==> config.mk <==
export PLATFORM = sky130hd
export DESIGN_NAME = clk_monitor
export DESIGN_NICKNAME = d
export VERILOG_FILES = /design/src/rtl/clk_monitor_pkg.sv /design/src/rtl/sync_2ff.sv /design/src/rtl/clk_monitor.sv
export SDC_FILE = /design/constraint.sdc
export NUM_CORES = 1
export LEC_CHECK = 0
export CORE_MARGIN = 1
export CORE_UTILIZATION = 50
export CTS_BUF_LIST = sky130_fd_sc_hd__clkbuf_8
export DETAILED_ROUTE_END_ITERATION = 10
export PLACE_DENSITY_LB_ADDON = 0.2
export SETUP_SLACK_MARGIN = 0.15
export SYNTH_ARGS = -nofsm -noshare
export SYNTH_HDL_FRONTEND = slang
export SYNTH_SLANG_ARGS = --single-unit
==> constraint.sdc <==
create_clock -name clk -period 3.1 [get_ports clk]
set_input_delay 0.31 -clock clk [delete_from_list [all_inputs] [get_ports clk]]
set_output_delay 0.31 -clock clk [all_outputs]
set_load 0.01 [all_outputs]
==> src/rtl/clk_monitor_pkg.sv <==
// clk_monitor_pkg: shared definitions for the clock monitor.
//   state_t       - monitor FSM encoding
//   LOCK_PHASES   - consecutive in-tolerance phases needed to declare lock
//   PRIME_CYCLES  - cycles after reset before the edge detector is trusted
//   out_of_tol()  - unsigned, wrap-free |len - nom| > tol test
package clk_monitor_pkg;

  typedef enum logic [1:0] {
    IDLE      = 2'd0,
    SYNC      = 2'd1,
    MEAS_HIGH = 2'd2,
    MEAS_LOW  = 2'd3
  } state_t;

  localparam int LOCK_PHASES  = 4;
  localparam int PRIME_CYCLES = 3;

  // Evaluated at 64 bits so neither the sum nor the comparison can wrap.
  function automatic logic out_of_tol(input logic [63:0] len,
                                      input logic [63:0] nom,
                                      input logic [63:0] tol);
    return (len > nom + tol) || (len + tol < nom);
  endfunction

endpackage

==> src/rtl/sync_2ff.sv <==
// sync_2ff: two-flop synchronizer for one asynchronous bit.
//   clk   - destination clock
//   rst_n - asynchronous active-low reset (flops clear to 0)
//   d     - asynchronous input
//   q     - synchronized output, two clk cycles of latency
module sync_2ff (
  input  logic clk,
  input  logic rst_n,
  input  logic d,
  output logic q
);

  logic meta;

  always_ff @(posedge clk or negedge rst_n) begin
    if (!rst_n) begin
      meta <= 1'b0;
      q    <= 1'b0;
    end else begin
      meta <= d;
      q    <= meta;
    end
  end

endmodule

==> src/rtl/clk_monitor.sv <==
// clk_monitor: measures high/low phase lengths of an asynchronous clock in
// units of clk cycles, flags out-of-tolerance phases and a stuck clock, and
// reports lock once the clock has been stable for LOCK_PHASES phases.
//   clk        - system clock, all logic on its rising edge
//   rst_n      - asynchronous active-low reset
//   enable     - monitoring enable; low forces IDLE
//   mon_clk    - monitored clock (asynchronous)
//   high_len   - last measured high-phase length
//   low_len    - last measured low-phase length
//   meas_valid - one-cycle pulse when a full high+low period was measured
//   err_pulse  - one-cycle pulse on an errored phase or a stuck detection
//   err_count  - saturating count of err_pulse events
//   stuck      - monitored clock stopped; clears on its next edge
//   locked     - monitored clock stable within tolerance
// The FSM state is held in the internal signal "state" (state_t) for probing.
module clk_monitor
  import clk_monitor_pkg::*;
#(
  parameter int CNT_W    = 16,
  parameter int ERR_W    = 8,
  parameter int HALF_NOM = 4,
  parameter int TOL      = 1,
  parameter int TIMEOUT  = 64
) (
  input  logic             clk,
  input  logic             rst_n,
  input  logic             enable,
  input  logic             mon_clk,
  output logic [CNT_W-1:0] high_len,
  output logic [CNT_W-1:0] low_len,
  output logic             meas_valid,
  output logic             err_pulse,
  output logic [ERR_W-1:0] err_count,
  output logic             stuck,
  output logic             locked
);

  state_t           state;
  logic             sync2;
  logic             sync3;
  logic [1:0]       prime_cnt;
  logic             primed;
  logic             rise;
  logic             fall;
  logic             edge_det;
  logic [CNT_W-1:0] cnt;
  logic [CNT_W-1:0] cnt_inc;
  logic [2:0]       good_cnt;
  logic             high_seen;
  logic             phase_done;
  logic             len_err;
  logic             timeout_evt;
  logic             err_evt;

  sync_2ff u_sync (
    .clk   (clk),
    .rst_n (rst_n),
    .d     (mon_clk),
    .q     (sync2)
  );

  // Right after reset the synchronizer flops start at 0; a high mon_clk
  // would then look like a rising edge that never happened. Edges are
  // ignored until the whole sync chain has been refilled.
  assign primed   = (prime_cnt == 2'(PRIME_CYCLES));
  assign rise     = primed &  sync2 & ~sync3;
  assign fall     = primed & ~sync2 &  sync3;
  assign edge_det = rise | fall;

  assign cnt_inc  = (cnt == '1) ? cnt : cnt + CNT_W'(1);

  // A phase is complete only when its terminating edge arrives while it is
  // being measured; the partial phase seen in SYNC is never checked.
  assign phase_done = enable && (((state == MEAS_HIGH) && fall) ||
                                 ((state == MEAS_LOW)  && rise));
  assign len_err    = out_of_tol(64'(cnt), 64'(HALF_NOM), 64'(TOL));

  // An edge in the same cycle wins over the timeout, and once stuck the
  // held counter must not fire again.
  assign timeout_evt = enable && (state != IDLE) && !edge_det && !stuck &&
                       (cnt == CNT_W'(TIMEOUT));
  assign err_evt     = (phase_done && len_err) || timeout_evt;

  always_ff @(posedge clk or negedge rst_n) begin
    if (!rst_n) begin
      state      <= IDLE;
      sync3      <= 1'b0;
      prime_cnt  <= '0;
      cnt        <= '0;
      high_len   <= '0;
      low_len    <= '0;
      meas_valid <= 1'b0;
      err_pulse  <= 1'b0;
      err_count  <= '0;
      stuck      <= 1'b0;
      locked     <= 1'b0;
      good_cnt   <= '0;
      high_seen  <= 1'b0;
    end else begin
      sync3      <= sync2;
      meas_valid <= 1'b0;
      err_pulse  <= 1'b0;
      if (!primed) prime_cnt <= prime_cnt + 2'd1;

      // State, counter and length registers.
      if (!enable) begin
        state     <= IDLE;
        cnt       <= '0;
        stuck     <= 1'b0;
        high_seen <= 1'b0;
      end else begin
        case (state)
          IDLE: begin
            state     <= SYNC;
            cnt       <= '0;
            high_seen <= 1'b0;
          end
          SYNC: begin
            if (edge_det) begin
              stuck <= 1'b0;
              cnt   <= CNT_W'(1);
              state <= rise ? MEAS_HIGH : MEAS_LOW;
            end else if (timeout_evt) begin
              stuck <= 1'b1;
            end else if (!stuck) begin
              cnt <= cnt_inc;
            end
          end
          MEAS_HIGH: begin
            if (fall) begin
              high_len  <= cnt;
              high_seen <= 1'b1;
              cnt       <= CNT_W'(1);
              state     <= MEAS_LOW;
            end else if (timeout_evt) begin
              stuck     <= 1'b1;
              high_seen <= 1'b0;
              state     <= SYNC;
            end else begin
              cnt <= cnt_inc;
            end
          end
          MEAS_LOW: begin
            if (rise) begin
              low_len    <= cnt;
              meas_valid <= high_seen;
              cnt        <= CNT_W'(1);
              state      <= MEAS_HIGH;
            end else if (timeout_evt) begin
              stuck     <= 1'b1;
              high_seen <= 1'b0;
              state     <= SYNC;
            end else begin
              cnt <= cnt_inc;
            end
          end
          default: state <= IDLE;
        endcase
      end

      // Error reporting and lock tracking.
      if (!enable) begin
        locked   <= 1'b0;
        good_cnt <= '0;
      end else if (err_evt) begin
        err_pulse <= 1'b1;
        locked    <= 1'b0;
        good_cnt  <= '0;
        if (err_count != '1) err_count <= err_count + ERR_W'(1);
      end else if (phase_done) begin
        if (good_cnt >= 3'(LOCK_PHASES - 1)) begin
          locked   <= 1'b1;
          good_cnt <= 3'(LOCK_PHASES);
        end else begin
          good_cnt <= good_cnt + 3'd1;
        end
      end
    end
  end

endmodule
==> metrics.cfg <==
[clocking]
cts_buffer_depth = 2
numClockSinks = 71
clockRootBuffer = clkbuf_8
numCtsBuffers = 9
insertion_delay_ps = 340
clkSlewWorstSetupHoldPaths_ps = 80
post_cts_buffers = 0
cts_tree = yes
cts_resized = 0
h-tree-depth = 3

[power_and_ir_drop]
p_leak_nw = 2.02
powerDensity_nw_per_um2 = 499
irDropWorstVdd_mv = 0.243

[worst_setup_path]
crit_arrival_ps = 2930
worst-path-buf-inv = 1
critPathLaunchType = flop
crit_chain = ha_1 > nand4_1 > nor2_1 > a32oi_1 > and2_4 > o31ai_4 > buf_4 > a21oi_1 > a41oi_2
r2r_cells = 9
r2r_end = err_count[4]$_DFFE_PN0P_
critPathMaxFanout = 9
setup.worst_path.class = reg -> reg
crit_path_top_delay_cell = dfrtp_1
r2r-start = cnt[1]$_DFFE_PN0P_
worst_ep_required_time_ps = 3360
critPathMaxStageDelay_ps = 490
critical_path.top_delay_family = compound AO/OA/AOI/OAI gates
rrSetupSlack_ps = 430
cp-end-kind = flop

[global_routing]
grt_antenna_before_repair = 0
grt_usage_pct = 22.9
globalRoute.totalOverflow = 0
grt_max_degree = 72
grt_pass1_wl_mm = 15.0
grt_pass1_vias = 3072

[logic_synthesis]
synthCells = 380
synth_top_cell_by_area = dfrtp_1
synthFlopType = dfrtp_1
yosysUniqueCellTypes = 63
synth_edf_count = 0
yosys_warnings = 0
synth_seq_area_share_pct = 45.4
avgSynthCellArea_um2 = 10.3
ys_seq_elements = 71
synthesis.area_um2 = 3920
async_reset_ff_share_pct = 100
synth_top_area_share_pct = 45.4
synthesis.nets = 396
yosys-top-cells-area = dfrtp_1, mux2_2, ha_1

[drt]
drt_iter0_markers = 190
drt_first_pass_iters = 4
drc = 0
postRouteAntennaNets = 0
viasPerCell = 5.93
routedWlPerCell_um = 16.4
num_vias = 3185
routed_wl_mm = 8.78

[final_layout]
multi_input_area_um2 = 1930
syn_to_final_growth_pct = 19.9
layout_common_cells = dfrtp_1, clkdlybuf4s50_1, nor2_1, mux2_2, nand2_1
n_antenna_cell = 0
final_common_cell = dfrtp_1
seq_area_um2 = 1780
fin_nets = 450
nFillCells = 636
drive_gt1_share_pct = 19.6

[floorplan]
die_h_um = 90.5
fp.dieArea_um2 = 8190
coreArea_um2 = 7410
row_count = 31
dieWidth_um = 90.5
start_util_pct = 52.8
ioPinCount = 48

[sta]
min_period_ps = 2670
setup_ws_ps = 432
relSlewSlack_pct = 69.0
tightest_slew_ps = 463
rsz0062_at_grt = false
clock_skew_ps = 5.67
drv_slew = 0
period_share_pct = 86.0
hold_viol_final = 0
setup_viol = 0
setup_tns_ps = 0
fmax_mhz = 375

[worst_hold_path]
hp-class = reg -> reg
hp-start = u_sync.meta$_DFF_PN0_
hold_path_depth = 0
holdPathEnd = u_sync.q$_DFF_PN0_

[place]
place_congestion = 0.938
dpl_worst_slack_ps = 490
dp_hpwl_mm = 6.10
portBuffers = 47

[job]
maxCapViolations = 0

[status]
status = finished clean

logic make-up after synthesis:
group	synth area share, %
flip-flops	45.4
AO/OA/AOI/OAI	15.4
multiplexers	10.6
AND/OR/NAND/NOR	18.2
XOR/XNOR	1.12
adder cells (fa/ha/maj)	3.83
buffers and inverters	5.37
how the worst max path moves through the flow:
stage	startpoint	to	slack (ps)	cells past startpoint
floorplan	cnt[1]$_DFFE_PN0P_	err_count[1]$_DFFE_PN0P_	810	8
global placement	cnt[1]$_DFFE_PN0P_	err_count[1]$_DFFE_PN0P_	560	8
detailed placement	cnt[1]$_DFFE_PN0P_	err_count[1]$_DFFE_PN0P_	490	8
CTS	cnt[1]$_DFFE_PN0P_	err_count[4]$_DFFE_PN0P_	460	9
global route	cnt[1]$_DFFE_PN0P_	err_count[4]$_DFFE_PN0P_	250	9
finish	cnt[1]$_DFFE_PN0P_	err_count[4]$_DFFE_PN0P_	430	9
layer usage:
layer | track usage, % | share of wire (%) | vias to the layer above
li1 | - | - | 1490
met1 | 31.5 | 46 | 1569
met2 | 35.9 | 46 | 110
met3 | 3.45 | 5.9 | 16
met4 | 10.3 | 2.2 | 0
met5 | 0 | 0 | -
registers in the layout, indices dropped and copies added (netlist names):
register,flops
high_seen,1
locked,1
cnt,16
stuck,1
prime_cnt,2
state,2
u_sync.meta,1
low_len,16
good_cnt,3
sync3,1
err_pulse,1
err_count,8
meas_valid,1
high_len,16
u_sync.q,1
cell type report:
cell class | instances | share of cell area [%]
Multi-Input combinational cell | 277 | 41.1
Sequential cell | 71 | 37.9
Timing Repair Buffer | 65 | 13.1
Clock buffer | 9 | 2.64
Tap cell | 99 | 2.64
Clock inverter | 6 | 1.87
Inverter | 10 | 0.800
power by group:
| group | leakage (nW) | switching [W] | total, W | internal [W] |
|---|---|---|---|---|
| registers | 0.964 | 0.0000471 | 0.00102 | 0.000971 |
| clock network | 0.103 | 0.000343 | 0.000790 | 0.000447 |
| logic | 0.950 | 0.000301 | 0.000532 | 0.000231 |
| total | 2.02 | 0.000692 | 0.00234 | 0.00165 |
through the flow:
| stage | std cells | cell area, um^2 | total power [W] | hold slack, ps | util [%] |
|---|---|---|---|---|---|
| after floorplan | 380 | 3920 | 0.00136 | 14.4 | - |
| after global placement | 521 | 4470 | 0.00154 | 335 | 60.4 |
| after detailed placement | 521 | 4470 | 0.00156 | 348 | 60.4 |
| after CTS | 537 | 4690 | 0.00236 | 366 | 63.4 |
| after global routing | 537 | 4690 | 0.00245 | 385 | 63.4 |
| final | 537 | 4690 | 0.00234 | 360 | 63.4 |
synthesized netlist by cell type, drive strengths merged, types with 5 or more instances:
library cell,count
a31oi,6
a21oi,30
o21ai,20
inv,10
mux2,34
nor3,6
dfrtp,71
ha,12
nand3,15
o31ai,11
nand4,6
buf,14
clkbuf,8
and2,9
nor2,33
nor4,5
and3,6
nand2,32
repair_timing:
action,4_1_cts,5_1_grt
setup endpoints to repair,0,0
hold endpoints to repair,52,0
hold buffers,1,0
Note: power is estimated with default switching activity, not from simulation.
